File: config.mk
export PLATFORM = sky130hd
export DESIGN_NAME = redmule_lin_stream_source
export DESIGN_NICKNAME = d
export VERILOG_FILES = /design/src/rtl/redmule_pkg.sv /design/src/rtl/redmule_lin_src_fifo.sv /design/src/rtl/redmule_lin_stream_source.sv
export SDC_FILE = /design/constraint.sdc
export NUM_CORES = 2
export LEC_CHECK = 0
export BUFFER_PORTS_ARGS = -buffer_cell sky130_fd_sc_hd__buf_2
export CORE_AREA = 2 2 500 502
export DETAILED_ROUTE_END_ITERATION = 16
export DIE_AREA = 0 0 502 504
export GPL_ROUTABILITY_DRIVEN = 0
export MAX_ROUTING_LAYER = met4
export PLACE_DENSITY_LB_ADDON = 0.2
export SETUP_SLACK_MARGIN = 0.4
export SLEW_MARGIN = 20
export SYNTH_ARGS = -nofsm -noshare
export SYNTH_HDL_FRONTEND = slang
export SYNTH_SLANG_ARGS = --single-unit
File: constraint.sdc
create_clock -name clk_i -period 17.18 [get_ports clk_i]
set_clock_uncertainty 0.2 [all_clocks]
set_input_delay 3.436 -clock clk_i [delete_from_list [all_inputs] [get_ports clk_i]]
set_output_delay 3.436 -clock clk_i [all_outputs]
set_load 0.01 [all_outputs]
File: src/rtl/redmule_pkg.sv
// Shared types and helpers for the RedMulE streamer source blocks.
package redmule_pkg;

    typedef enum logic [1:0] {
        IDLE,
        RUN,
        DRAIN,
        DONE
    } lin_src_state_e;

    typedef struct packed {
        logic ready_start;
        logic done;
    } lin_src_flags_t;

    // A zero-length dimension behaves like a single-beat dimension.
    function automatic logic [31:0] len_or_one(input logic [31:0] len);
        return (len == 32'd0) ? 32'd1 : len;
    endfunction

endpackage

File: src/rtl/redmule_lin_src_fifo.sv
// Response buffer for the linear stream source; registered head, no fall-through.
module redmule_lin_src_fifo #(
    parameter int unsigned DW    = 512,
    parameter int unsigned DEPTH = 4
) (
    input  logic                     clk_i,
    input  logic                     rst_i,
    input  logic                     clear_i,
    input  logic                     push_i,
    input  logic [DW-1:0]            data_i,
    input  logic                     pop_i,
    output logic [DW-1:0]            data_o,
    output logic                     full_o,
    output logic                     empty_o,
    output logic [$clog2(DEPTH):0]   count_o
);

    localparam int unsigned PW = $clog2(DEPTH);

    logic [DW-1:0] mem_q [DEPTH];
    logic [PW-1:0] wr_ptr_q, rd_ptr_q;
    logic [PW:0]   count_q;
    logic          push_ok, pop_ok;

    assign full_o  = (count_q == (PW+1)'(DEPTH));
    assign empty_o = (count_q == '0);
    assign count_o = count_q;
    assign push_ok = push_i && !full_o;
    assign pop_ok  = pop_i && !empty_o;
    // Storage is not reset, so an empty buffer presents zero instead of stale data.
    assign data_o  = empty_o ? '0 : mem_q[rd_ptr_q];

    always_ff @(posedge clk_i or posedge rst_i) begin
        if (rst_i) begin
            wr_ptr_q <= '0;
            rd_ptr_q <= '0;
            count_q  <= '0;
        end else if (clear_i) begin
            wr_ptr_q <= '0;
            rd_ptr_q <= '0;
            count_q  <= '0;
        end else begin
            if (push_ok) wr_ptr_q <= wr_ptr_q + PW'(1);
            if (pop_ok)  rd_ptr_q <= rd_ptr_q + PW'(1);
            count_q <= count_q + (PW+1)'(push_ok) - (PW+1)'(pop_ok);
        end
    end

    always_ff @(posedge clk_i) begin
        if (push_ok) mem_q[wr_ptr_q] <= data_i;
    end

endmodule

File: src/rtl/redmule_lin_stream_source.sv
// Streamer source: walks a 3-D address pattern, issues reads, returns data in order.
// IDLE wait for start | RUN issue reads | DRAIN flush buffered beats | DONE one-cycle done pulse
module redmule_lin_stream_source
    import redmule_pkg::*;
#(
    parameter int unsigned DW         = 512,
    parameter int unsigned AW         = 32,
    parameter int unsigned FIFO_DEPTH = 4
) (
    input  logic          clk_i,
    input  logic          rst_i,
    input  logic          clear_i,
    input  logic          req_start_i,
    input  logic [AW-1:0] base_addr_i,
    input  logic [31:0]   tot_len_i,
    input  logic [31:0]   d0_len_i,
    input  logic [31:0]   d0_stride_i,
    input  logic [31:0]   d1_len_i,
    input  logic [31:0]   d1_stride_i,
    input  logic [31:0]   d2_stride_i,
    input  logic [1:0]    dim_en_i,
    output logic          ready_start_o,
    output logic          done_o,
    output logic          mem_req_o,
    output logic [AW-1:0] mem_add_o,
    input  logic          mem_gnt_i,
    input  logic          mem_r_valid_i,
    input  logic [DW-1:0] mem_r_data_i,
    output logic [DW-1:0] data_o,
    output logic          valid_o,
    input  logic          ready_i
);

    localparam int unsigned CW = $clog2(FIFO_DEPTH) + 1;

    lin_src_state_e state_q, state_d;
    lin_src_flags_t flags;

    logic [AW-1:0] base_q, base_d;
    logic [AW-1:0] d0_stride_q, d0_stride_d, d1_stride_q, d1_stride_d, d2_stride_q, d2_stride_d;
    logic [AW-1:0] d0_acc_q, d0_acc_d, d1_acc_q, d1_acc_d, d2_acc_q, d2_acc_d;
    logic [31:0]   tot_len_q, tot_len_d, d0_len_q, d0_len_d, d1_len_q, d1_len_d;
    logic [31:0]   d0_cnt_q, d0_cnt_d, d1_cnt_q, d1_cnt_d, beat_cnt_q, beat_cnt_d;
    logic [1:0]    dim_en_q, dim_en_d;
    logic [CW-1:0] outst_q, outst_d;
    logic          drop_q;

    logic          grant, resp_ok, resp_push, pop, credit_ok;
    logic          fifo_full, fifo_empty;
    logic [CW-1:0] fifo_count, fifo_count_nxt;
    logic [CW:0]   in_flight;

    // Every outstanding read owns a buffer slot, so responses never need stalling.
    assign in_flight = {1'b0, outst_q} + {1'b0, fifo_count};
    assign credit_ok = !fifo_full && (in_flight < (CW+1)'(FIFO_DEPTH));
    assign mem_req_o = (state_q == RUN) && credit_ok;
    assign mem_add_o = base_q + d0_acc_q + d1_acc_q + d2_acc_q;
    assign grant     = mem_req_o && mem_gnt_i;

    // The response to a read granted around a clear belongs to the aborted job.
    assign resp_ok   = mem_r_valid_i && !drop_q;
    assign resp_push = resp_ok && !clear_i;
    assign valid_o   = !fifo_empty;
    assign pop       = valid_o && ready_i;
    assign fifo_count_nxt = fifo_count + CW'(resp_push) - CW'(pop);

    assign flags         = '{ready_start: (state_q == IDLE), done: (state_q == DONE)};
    assign ready_start_o = flags.ready_start;
    assign done_o        = flags.done;

    always_comb begin
        state_d     = state_q;
        base_d      = base_q;
        tot_len_d   = tot_len_q;
        d0_len_d    = d0_len_q;
        d1_len_d    = d1_len_q;
        d0_stride_d = d0_stride_q;
        d1_stride_d = d1_stride_q;
        d2_stride_d = d2_stride_q;
        dim_en_d    = dim_en_q;
        d0_cnt_d    = d0_cnt_q;
        d1_cnt_d    = d1_cnt_q;
        d0_acc_d    = d0_acc_q;
        d1_acc_d    = d1_acc_q;
        d2_acc_d    = d2_acc_q;
        beat_cnt_d  = beat_cnt_q;
        outst_d     = outst_q + CW'(grant) - CW'(resp_ok);

        case (state_q)
            IDLE: begin
                if (req_start_i) begin
                    base_d      = base_addr_i;
                    tot_len_d   = tot_len_i;
                    d0_len_d    = len_or_one(d0_len_i);
                    d1_len_d    = len_or_one(d1_len_i);
                    d0_stride_d = AW'(d0_stride_i);
                    d1_stride_d = AW'(d1_stride_i);
                    d2_stride_d = AW'(d2_stride_i);
                    dim_en_d    = dim_en_i;
                    d0_cnt_d    = '0;
                    d1_cnt_d    = '0;
                    d0_acc_d    = '0;
                    d1_acc_d    = '0;
                    d2_acc_d    = '0;
                    beat_cnt_d  = '0;
                    state_d     = (tot_len_i == 32'd0) ? DONE : RUN;
                end
            end
            RUN: begin
                if (grant) begin
                    beat_cnt_d = beat_cnt_q + 32'd1;
                    if (beat_cnt_d == tot_len_q) state_d = DRAIN;
                    if (d0_cnt_q == d0_len_q - 32'd1) begin
                        d0_cnt_d = '0;
                        d0_acc_d = '0;
                        if (dim_en_q[0]) begin
                            if (d1_cnt_q == d1_len_q - 32'd1) begin
                                d1_cnt_d = '0;
                                d1_acc_d = '0;
                                if (dim_en_q[1]) d2_acc_d = d2_acc_q + d2_stride_q;
                            end else begin
                                d1_cnt_d = d1_cnt_q + 32'd1;
                                d1_acc_d = d1_acc_q + d1_stride_q;
                            end
                        end
                    end else begin
                        d0_cnt_d = d0_cnt_q + 32'd1;
                        d0_acc_d = d0_acc_q + d0_stride_q;
                    end
                end
            end
            // Look at next-cycle occupancy so done lands one cycle after the last handshake.
            DRAIN: if (outst_d == '0 && fifo_count_nxt == '0) state_d = DONE;
            DONE:    state_d = IDLE;
            default: state_d = IDLE;
        endcase

        if (clear_i) begin
            state_d     = IDLE;
            base_d      = '0;
            tot_len_d   = '0;
            d0_len_d    = '0;
            d1_len_d    = '0;
            d0_stride_d = '0;
            d1_stride_d = '0;
            d2_stride_d = '0;
            dim_en_d    = '0;
            d0_cnt_d    = '0;
            d1_cnt_d    = '0;
            d0_acc_d    = '0;
            d1_acc_d    = '0;
            d2_acc_d    = '0;
            beat_cnt_d  = '0;
            outst_d     = '0;
        end
    end

    always_ff @(posedge clk_i or posedge rst_i) begin
        if (rst_i) begin
            state_q     <= IDLE;
            base_q      <= '0;
            tot_len_q   <= '0;
            d0_len_q    <= '0;
            d1_len_q    <= '0;
            d0_stride_q <= '0;
            d1_stride_q <= '0;
            d2_stride_q <= '0;
            dim_en_q    <= '0;
            d0_cnt_q    <= '0;
            d1_cnt_q    <= '0;
            d0_acc_q    <= '0;
            d1_acc_q    <= '0;
            d2_acc_q    <= '0;
            beat_cnt_q  <= '0;
            outst_q     <= '0;
            drop_q      <= 1'b0;
        end else begin
            state_q     <= state_d;
            base_q      <= base_d;
            tot_len_q   <= tot_len_d;
            d0_len_q    <= d0_len_d;
            d1_len_q    <= d1_len_d;
            d0_stride_q <= d0_stride_d;
            d1_stride_q <= d1_stride_d;
            d2_stride_q <= d2_stride_d;
            dim_en_q    <= dim_en_d;
            d0_cnt_q    <= d0_cnt_d;
            d1_cnt_q    <= d1_cnt_d;
            d0_acc_q    <= d0_acc_d;
            d1_acc_q    <= d1_acc_d;
            d2_acc_q    <= d2_acc_d;
            beat_cnt_q  <= beat_cnt_d;
            outst_q     <= outst_d;
            drop_q      <= clear_i;
        end
    end

    redmule_lin_src_fifo #(
        .DW    (DW),
        .DEPTH (FIFO_DEPTH)
    ) i_fifo (
        .clk_i   (clk_i),
        .rst_i   (rst_i),
        .clear_i (clear_i),
        .push_i  (resp_push),
        .data_i  (mem_r_data_i),
        .pop_i   (pop),
        .data_o  (data_o),
        .full_o  (fifo_full),
        .empty_o (fifo_empty),
        .count_o (fifo_count)
    );

endmodule

==> impl_metrics.ini <==
[run_status]
run_status = finished clean

[clocking]
cts_made_buffers = 288
clkSlewWorstSetupHoldPaths_ns = 0.06
post_cts_hold_buffer_count = 0
clock_tree.root_cell = clkbuf_16
ctsLongestPathBuffers = 4
postCtsSetupBuffers = 0
tritoncts_clock_tree = built
cts_resized = 0
insertion_delay_ns = 0.91
numClockSinks = 2479
cts.htree.levels = 5

[setup_path]
rr_worst_depth = 18
r2r-start = i_fifo.count_o[1]$_DFF_PP0_
critical_path.endpoint = mem_add_o[31]
r2r_end = state_q[0]$_DFFE_PP0P_
timing.critical_path.from_type = flip-flop
required_ns = 13.54
end_kind = primary output
cp_data_arrival_time_ns = 5.74
timing_worst_setup_path_type = reg2out
r2r_slack_ns = 10.95
critical_path.startpoint = d0_acc_q[1]$_DFFE_PP0P_
timing.critical_path.fanout_max = 3

[global_routing]
grt_pass1_vias = 64461
global_route_wire_length_before_repair_um = 458000
grt_max_degree = 233
overflow = 0
total_global_route_track_usage_pct = 25.7
grt_antenna_before_repair = 234

[floorplanning]
die_height_um = 504
coreArea_um2 = 248000
initial_utilization_pct = 43.0
design.die.area_um2 = 253000
chipWidth_um = 502
fp-row-count = 183
ioPinCount = 1293

[sta]
timing.final.crit_share_pct = 54.6
worst_hold_slack_ns = 0.277
finalSetupTns_ns = 0
hold_viol = 0
rsz_0062_raised_after_global_routing = no
max_slew.worst_pin.slew_ns = 1.13
setup_ws_ns = 7.80
final-setup-viol-count = 0
achievable-frequency_mhz = 107
final_min_period_ns = 9.38
final_max_slew_viol_count = 0
max_slew_margin_pct = 24.8

[layout]
area.sequential_um2 = 72300
drive_above_1_share_pct = 28.7
design.final.nets = 8910
finalNonFillerCells = 11592
core_occupancy_in_the_finished_layout_pct = 50.9
multi_input_area_um2 = 32400
fillerInstances = 20672
area_delta_synth_final_pct = 18.3

[synth]
syn_area_um2 = 107000
post_synth_most_frequent_cells = edfxtp_1 (2048), and2_1 (534), mux4_2 (512)
yosys.area_share.xor_xnor_pct = 2.43
synth_top_flop_cell = edfxtp_1
yosys.area_share.adder_pct = 2.98
ys_ff_latch = 2479
yosys.cell_types.count = 90
synth_top_cell_area_share_pct = 57.7
yosysSeqAreaShare_pct = 67.8
synth_top_area_cell = edfxtp_1
syn-num-nets = 7582
synth_most_common_cell = edfxtp_1
async_reset_ff_share_pct = 17.4
synth-compound-area-share_pct = 4.52
post_synth_mux_area_share_pct = 11.3
synth_simple_gate_area_share_pct = 9.21
synth.area.top_cells = edfxtp_1 (58%), mux4_2 (11%), dfrtp_1 (10%), and2_1 (3.1%), ha_1 (1.7%)
postSynthAreaPerCell_um2 = 16.1
combinational_family_with_the_most_area_after_synthesis = multiplexers
edff_count_synth = 2048
post_synth_inst_count = 6624
yosysWarningCount = 0

[place]
post-place-cells = 10991
dp_hpwl_um = 223000
pre_cts_slack_ns = 8.42
io_buffer_count = 1292

[route]
drc = 0
drt_iter0_drc = 5854
postRouteWirelength_um = 319000
antenna_violating_nets_post_route = 0
vias = 63959
firstDrtPassIters = 6
wire_per_inst_um = 27.5
avgViaCountPerCell = 5.52

[hold_path]
min_path_type = reg2reg

[pwr]
leakagePower_nw = 46.1
power-per-cell-area_nw_per_um2 = 144
max-vdd-ir-drop_mv = 0.122

[job]
timing.max_cap.violations = 0
==> final cells by class <==
type                    count  area share (%)
diodes                    109           0.216
inverters                 156           0.471
well taps                3330            3.31
flip-flops and latches   2479            57.4
clock inverters           138            1.10
multi-input cells        3658            25.7
clock buffers             353            6.09
repair buffers           1369            5.72
==> metal layers <==
layer	wire length [um]	track usage, %	share of wire (%)	vias up
li1	-	-	-	28019
met1	123000	31.5	38	32700
met2	154000	40.3	48	2519
met3	30000	7.71	9.4	721
met4	12300	9.36	3.9	0
met5	0	-	0	-
==> worst min path at each step <==
stage                                           start                     endpoint  slack, ns  depth (start not counted)
final                           base_q[7]$_DFFE_PP0P_        base_q[7]$_DFFE_PP0P_       0.28                          2
after global routing      d0_stride_q[11]$_DFFE_PP0P_  d0_stride_q[11]$_DFFE_PP0P_       0.32                          2
after CTS                       base_q[7]$_DFFE_PP0P_        base_q[7]$_DFFE_PP0P_       0.28                          2
after detailed placement        base_q[7]$_DFFE_PP0P_        base_q[7]$_DFFE_PP0P_       0.27                          2
after global placement         base_q[10]$_DFFE_PP0P_       base_q[10]$_DFFE_PP0P_       0.26                          2
after floorplan                base_q[10]$_DFFE_PP0P_       base_q[10]$_DFFE_PP0P_       0.25                          2
==> cells by family (layout without fill, tap and decap cells) <==
logic type,after synthesis,count (layout)
buffers and inverters,487,2016
muxes,551,551
AOI/OAI and AO/OA,780,780
adders and majority gates,213,213
other,0,109
xor gates and xnor gates,296,296
and+or+nand+nor,1818,1818
DFF,2479,2479
==> layout by cell type, fill, tap and decap left out, types with 19 or more instances in the layout <==
master and instances:
edfxtp_1 2048, buf_2 1291, and2_1 530, mux4_2 512, nand2_1 439, dfrtp_1 429, o21ai_0 360, clkbuf_16 291
nand2b_1 245, nor2_1 202, xnor2_1 165, inv_1 154, ha_1 145, xor2_1 131, diode_2 109, a21oi_1 108
nand3_1 76, fa_1 68, buf_4 63, nor4_1 62, nor3_1 58, a21o_1 56, clkinv_1 53, o31ai_1 50
clkbuf_1 46, nand4_1 42, clkinv_2 37, and3_1 30, o211ai_1 26, bufinv_16 25, or3_1 23, nor2b_1 22
and4_1 20, a211oi_1 20, a22o_1 19, mux2i_1 19
==> state kept, by name (all words and copies together) (netlist names), 32 cells and up <==
register      count
base_q           32
beat_cnt_q       32
d0_acc_q         32
d0_cnt_q         32
d0_len_q         32
d0_stride_q      32
d1_acc_q         32
d1_cnt_q         32
d1_len_q         32
d1_stride_q      32
d2_acc_q         32
d2_stride_q      32
i_fifo.mem_q   2048
tot_len_q        32
==> report_power, final <==
part           leakage (nW)  switching [mW]  internal, mW
clock network          4.43            2.40          3.54
registers              24.3           0.236          6.79
logic                  17.4            3.10          2.09
total                  46.1            5.73          12.4
==> critical path, stage by stage (launching register included) <==
cell	delay (ns)
dfrtp_1	0.38
inv_1	0.09
fa_1	0.53
fa_1	0.41
inv_1	0.07
ha_1	0.18
inv_1	0.07
fa_1	0.46
nor2b_1	0.13
o21a_1	0.13
o21ai_0	0.10
a211oi_1	0.47
nor2_1	0.15
a211oi_1	0.55
o21ai_0	0.31
a31oi_1	0.38
nor4_1	0.10
nor3_1	0.20
buf_2	0.16
==> through the flow <==
step / total power [mW] / instance area [um2]
after global routing: 18.9 / 126000
after floorplan: 10.3 / 107000
after global placement: 12.4 / 117000
after detailed placement: 12.4 / 117000
final: 18.1 / 126000
after CTS: 18.3 / 126000
Power figures use the tool's default switching activity.
